### src/rtl/mips_pkg.sv
// Shared execute-stage definitions: ALU control encodings and multiply/divide FSM states.
package mips_pkg;

  localparam int WIDTH_DEFAULT = 32;

  localparam logic [3:0] ALUCON_MULT = 4'b0110;
  localparam logic [3:0] ALUCON_DIV  = 4'b0101;

  typedef enum logic [1:0] {
    IDLE   = 2'd0,
    RUN    = 2'd1,
    FINISH = 2'd2
  } muldiv_state_t;

endpackage

### src/rtl/hilo_muldiv_unit.sv
// Iterative multiply/divide unit owning the architectural HI/LO registers.
// Operates on magnitudes (one bit per cycle) and applies the sign fix when writing HI/LO.
module hilo_muldiv_unit
  import mips_pkg::*;
#(
  parameter int WIDTH = WIDTH_DEFAULT
) (
  input  logic             clk,
  input  logic             reset,
  input  logic             start,
  input  logic [3:0]       ALUcon,
  input  logic             signed_op,
  input  logic [WIDTH-1:0] a,
  input  logic [WIDTH-1:0] b,
  input  logic             mthi,
  input  logic             mtlo,
  output logic [WIDTH-1:0] hi,
  output logic [WIDTH-1:0] lo,
  output logic             busy,
  output logic             done
);

  localparam int CW = $clog2(WIDTH);

  muldiv_state_t    r_state;
  muldiv_state_t    w_next_state;
  logic [CW-1:0]    r_cnt;
  logic [2*WIDTH-1:0] r_acc;
  logic [WIDTH-1:0] r_opb;
  logic [WIDTH-1:0] r_hi;
  logic [WIDTH-1:0] r_lo;
  logic             r_is_div;
  logic             r_neg_q;
  logic             r_neg_r;
  logic             r_div0;
  logic             r_done;

  logic             w_valid_op;
  logic             w_last;
  logic             w_launch;
  logic             w_move;
  logic             w_iter;
  logic             w_finish;

  logic [WIDTH:0]     w_madd;
  logic [2*WIDTH-1:0] w_mul_next;
  logic [WIDTH:0]     w_dshift;
  logic               w_dfits;
  logic [WIDTH-1:0]   w_dsub;
  logic [2*WIDTH-1:0] w_div_next;

  function automatic logic [WIDTH-1:0] neg_if(input logic [WIDTH-1:0] v, input logic n);
    if (n) begin
      return ~v + WIDTH'(1);
    end else begin
      return v;
    end
  endfunction

  function automatic logic [2*WIDTH-1:0] neg_if2(input logic [2*WIDTH-1:0] v, input logic n);
    if (n) begin
      return ~v + (2*WIDTH)'(1);
    end else begin
      return v;
    end
  endfunction

  assign w_valid_op = (ALUcon == ALUCON_MULT) || (ALUcon == ALUCON_DIV);
  assign w_last     = (r_cnt == CW'(WIDTH - 1));

  // Shift-add step: multiplier sits in the low half and is consumed LSB first.
  assign w_madd     = {1'b0, r_acc[2*WIDTH-1:WIDTH]} +
                      (r_acc[0] ? {1'b0, r_opb} : {(WIDTH+1){1'b0}});
  assign w_mul_next = {w_madd, r_acc[WIDTH-1:1]};

  // Restoring step: partial remainder in the high half, quotient shifts into the low half.
  assign w_dshift   = {r_acc[2*WIDTH-1:WIDTH], r_acc[WIDTH-1]};
  assign w_dfits    = (w_dshift >= {1'b0, r_opb});
  assign w_dsub     = w_dshift[WIDTH-1:0] - r_opb;
  assign w_div_next = w_dfits ? {w_dsub, r_acc[WIDTH-2:0], 1'b1}
                              : {w_dshift[WIDTH-1:0], r_acc[WIDTH-2:0], 1'b0};

  // State register.
  always_ff @(posedge clk) begin
    if (reset) begin
      r_state <= IDLE;
    end else begin
      r_state <= w_next_state;
    end
  end

  // Next-state logic.
  always_comb begin
    w_next_state = r_state;
    case (r_state)
      IDLE: begin
        if (w_launch) begin
          w_next_state = RUN;
        end else begin
          w_next_state = IDLE;
        end
      end
      RUN: begin
        if (w_last) begin
          w_next_state = FINISH;
        end else begin
          w_next_state = RUN;
        end
      end
      FINISH:  w_next_state = IDLE;
      default: w_next_state = IDLE;
    endcase
  end

  // Per-state control strobes; a launch always takes priority over a move.
  always_comb begin
    w_launch = 1'b0;
    w_move   = 1'b0;
    w_iter   = 1'b0;
    w_finish = 1'b0;
    case (r_state)
      IDLE: begin
        w_launch = start & w_valid_op;
        w_move   = (mthi | mtlo) & ~(start & w_valid_op);
      end
      RUN:     w_iter   = 1'b1;
      FINISH:  w_finish = 1'b1;
      default: w_launch = 1'b0;
    endcase
  end

  // Operand capture, iteration datapath and HI/LO update.
  always_ff @(posedge clk) begin
    if (reset) begin
      r_cnt    <= {CW{1'b0}};
      r_acc    <= {(2*WIDTH){1'b0}};
      r_opb    <= {WIDTH{1'b0}};
      r_hi     <= {WIDTH{1'b0}};
      r_lo     <= {WIDTH{1'b0}};
      r_is_div <= 1'b0;
      r_neg_q  <= 1'b0;
      r_neg_r  <= 1'b0;
      r_div0   <= 1'b0;
      r_done   <= 1'b0;
    end else begin
      r_done <= w_finish;
      if (w_launch) begin
        r_is_div <= (ALUcon == ALUCON_DIV);
        r_neg_q  <= signed_op & (a[WIDTH-1] ^ b[WIDTH-1]);
        r_neg_r  <= signed_op & a[WIDTH-1];
        r_div0   <= (b == {WIDTH{1'b0}});
        r_cnt    <= {CW{1'b0}};
        if (ALUcon == ALUCON_DIV) begin
          r_opb <= neg_if(b, signed_op & b[WIDTH-1]);
          r_acc <= {{WIDTH{1'b0}}, neg_if(a, signed_op & a[WIDTH-1])};
        end else begin
          r_opb <= neg_if(a, signed_op & a[WIDTH-1]);
          r_acc <= {{WIDTH{1'b0}}, neg_if(b, signed_op & b[WIDTH-1])};
        end
      end else if (w_iter) begin
        r_acc <= r_is_div ? w_div_next : w_mul_next;
        r_cnt <= r_cnt + CW'(1);
      end else if (w_finish) begin
        if (r_is_div) begin
          // Divide by zero leaves |a| as remainder, so the sign fix restores a in HI.
          r_hi <= neg_if(r_acc[2*WIDTH-1:WIDTH], r_neg_r);
          r_lo <= r_div0 ? {WIDTH{1'b1}} : neg_if(r_acc[WIDTH-1:0], r_neg_q);
        end else begin
          {r_hi, r_lo} <= neg_if2(r_acc, r_neg_q);
        end
      end else if (w_move) begin
        if (mthi) begin
          r_hi <= a;
        end
        if (mtlo) begin
          r_lo <= a;
        end
      end
    end
  end

  assign hi   = r_hi;
  assign lo   = r_lo;
  assign busy = (r_state != IDLE);
  assign done = r_done;

endmodule
### config.mk
export PLATFORM = sky130hd
export DESIGN_NAME = hilo_muldiv_unit
export DESIGN_NICKNAME = d
export VERILOG_FILES = /design/src/rtl/mips_pkg.sv /design/src/rtl/hilo_muldiv_unit.sv
export SDC_FILE = /design/constraint.sdc
export NUM_CORES = 1
export LEC_CHECK = 0
export CAP_MARGIN = 20
export CORE_ASPECT_RATIO = 2
export CORE_MARGIN = 1.5
export CORE_UTILIZATION = 25
export DETAILED_ROUTE_END_ITERATION = 12
export GPL_ROUTABILITY_DRIVEN = 0
export PLACE_DENSITY = 0.39
export SKIP_CTS_REPAIR_TIMING = 1
export SLEW_MARGIN = 40
export SYNTH_ARGS = -nofsm -noshare
export SYNTH_HDL_FRONTEND = slang
export SYNTH_SLANG_ARGS = --single-unit
### constraint.sdc
create_clock -name clk -period 3.69 [get_ports clk]
set_clock_uncertainty 0.1 [all_clocks]
set_input_delay 0.369 -clock clk [delete_from_list [all_inputs] [get_ports clk]]
set_output_delay 0.369 -clock clk [all_outputs]
set_load 0.05 [all_outputs]
==> reports/results.ini <==
[clock_tree]
root_buffer=clkbuf_16
ctsLongestPathBuffers=2
cts_tree=built
cts_buffers=17
clk-insertion-delay-late_ps=470
cts.sinks=172
clkTransAtPathRegs_ps=80
cts-htree-levels=4

[timing]
min_period_over_period=0.972
relSlewSlack=0.457
clock.fmax_mhz=279
hold_violations=0
rsz0062_at_grt=yes
period_needed_ps=3590
setup_violations=0
drv_slew=0
worstMarginPinSlew_ps=812

[place]
place_area_mm2=0.0182
portBuffers=139
place_hpwl_mm=59.2
place_inst=3003

[power_and_ir_drop]
ir_drop_mv=0.356
powerDensity_mw_per_mm2=309
p_seq_frac=0.346
swShare=0.367
pwr-share-clk=0.321
power_w=0.00581
intPower_w=0.00368
netSwitchingPower_w=0.00213
p_leak_nw=7.41
comb_power_share=0.333

[critical_path]
start_kind=flop
critPathCaptureType=flop
critPathArrivalTime_ps=3850
r2r_cells=9
cp.required_ps=3960
worstSetupPathType=flop to flop
crit_fanout=8

[floorplan]
die_area_mm2=0.0608
io-pin-count=140
die_w_um=175
start_util=0.252
rows=126
core_area_mm2=0.0588
die_y_um=347

[synthesis]
syn-instance-count=2050
ys_ff_latch=172
yosys_warnings=0
synth_nets=2196
syn_area_per_cell_um2=7.23
synth.distinct_cells=67
synth_area_mm2=0.0148
ys.flop_type=dfxtp_1
synth-seq-area-share=0.232
synth_edf_count=0
async_flop_share=0

[finish]
syn2layout_area_growth_pct=26.8
diodes=0
num-fill-cells=6333
nNetsFinal=2400
final_cells=3033
fin_area_mm2=0.0188
layout-drive-gt1-share=0.113

[route]
vias=16400
viasPerCell=5.40
wire_per_inst_um=24.2
drcViolationCount=0
drtIter0Drc=853
dr.pass1.iters=5
routed_wl_mm=73.3
ant_nets=0

[global_route]
grt_pass1_wl_mm=107
grt-ovfl-total=0
grt_max_degree=101
grt_usage=0.239
grt_pass1_vias=16500
antenna_found_initial=0

[hold_path]
min_path_cells=2
worstHoldPathType=input port to flop

[flow_run]
drv_cap=0

[status]
outcome=finished clean

-- power groups by stage --
stage	sequential [W]	combinational, W	clock [W]
2_1_floorplan	0.00218	0.000917	0
3_3_place_gp	0.00206	0.00193	0
3_5_place_dp	0.00205	0.00193	0
4_1_cts	0.00201	0.00194	0.00191
5_1_grt	0.00202	0.00206	0.00197
6_report	0.00201	0.00194	0.00186
-- area by class of cell --
cell class | instances | area (um^2) | share of cell area
clock buffers | 21 | 470 | 0.0250
clock inverters | 9 | 87.6 | 0.00466
inverters | 72 | 270 | 0.0144
multi-input cells | 1662 | 10600 | 0.565
flip-flops and latches | 172 | 3450 | 0.183
well taps | 768 | 961 | 0.0511
repair buffers | 329 | 2940 | 0.157
-- registers in the layout, summed over array words and instances (netlist names) --
register and count:
r_state 2, r_acc 64, r_cnt 5, r_is_div 1, r_div0 1, r_neg_q 1
r_opb 32, lo 32, hi 32, r_neg_r 1, done 1
-- routing by layer --
metal / track usage / vias up / part of all wire
met2: 0.463 / 454 / 0.54
met4: 0.143 / 0 / 0.061
met3: 0.0222 / 135 / 0.030
met5: 0 / - / 0
li1: - / 7847 / -
met1: 0.242 / 7953 / 0.37
-- through the flow --
stage	hold WS, ps	TNS, ps	setup WS [ps]	util
after floorplan	332	0	258	-
after global placement	345	-191	-103	0.310
after detailed placement	352	-88.7	-59.4	0.310
after CTS	177	0	19.2	0.319
after global routing	195	-2.71	-2.71	0.319
final	192	0	104	0.319
-- cell families (layout without fill, tap and decap cells) --
group / Yosys count / after routing / synth area share
DFF: 172 / 172 / 0.232
muxes: 75 / 75 / 0.0511
buffers and inverters: 216 / 431 / 0.0557
AOI/OAI and AO/OA: 621 / 621 / 0.273
adders and majority gates: 72 / 72 / 0.0618
xor gates and xnor gates: 170 / 170 / 0.101
and+or+nand+nor: 724 / 724 / 0.226
-- worst max-delay path, stage by stage (launching register included) --
cell	delay (ps)
dfxtp_1	380
or4_4	550
or4_4	480
or3_4	360
or3_1	530
or2_4	340
o21ai_1	180
xnor2_1	200
nor2_1	70
a311oi_1	300
-- path summary, 6_finish.rpt --
kind / startpoint / end / slack [ps]
max: r_acc[11] / hi[22] / 100
min: reset / hi[24] / 190
max reg2reg: r_acc[11] / hi[22] / 100
min reg2reg: r_opb[10] / r_opb[10] / 360
-- synth_stat cells, types with 26 or more instances --
library cell / count / area share
nor2_1: 239 / 0.061
nand2_1: 207 / 0.052
a21oi_1: 200 / 0.068
dfxtp_1: 172 / 0.23
clkbuf_1: 118 / 0.030
o21ai_0: 93 / 0.031
xor2_1: 93 / 0.055
xnor2_1: 77 / 0.046
inv_1: 72 / 0.018
ha_1: 70 / 0.059
mux2i_1: 70 / 0.047
o211ai_1: 65 / 0.033
nand3_1: 62 / 0.021
nor3_1: 50 / 0.017
a221oi_1: 32 / 0.019
a21o_1: 26 / 0.013
o31ai_1: 26 / 0.013
-- layout by cell type, fill, tap and decap left out, types with 17 or more instances in the layout --
master	synthesis	layout
a21oi_1	200	199
xnor2_1	77	77
inv_1	72	72
nand4_1	18	18
o211ai_1	65	65
nor2_1	239	237
mux2i_1	70	70
clkdlybuf4s50_1	0	138
a31oi_1	19	19
a21o_1	26	26
a311oi_1	19	19
o31ai_1	26	26
xor2_1	93	93
a221oi_1	32	31
nor4_1	21	20
clkbuf_16	0	17
dfxtp_1	172	171
a211oi_1	22	22
nor3_1	50	50
o22ai_1	22	22
buf_4	0	181
o21ai_0	93	93
or3_1	24	24
ha_1	70	69
nand3_1	62	62
nand2_1	207	206
Note: power is estimated with default switching activity, not from simulation.
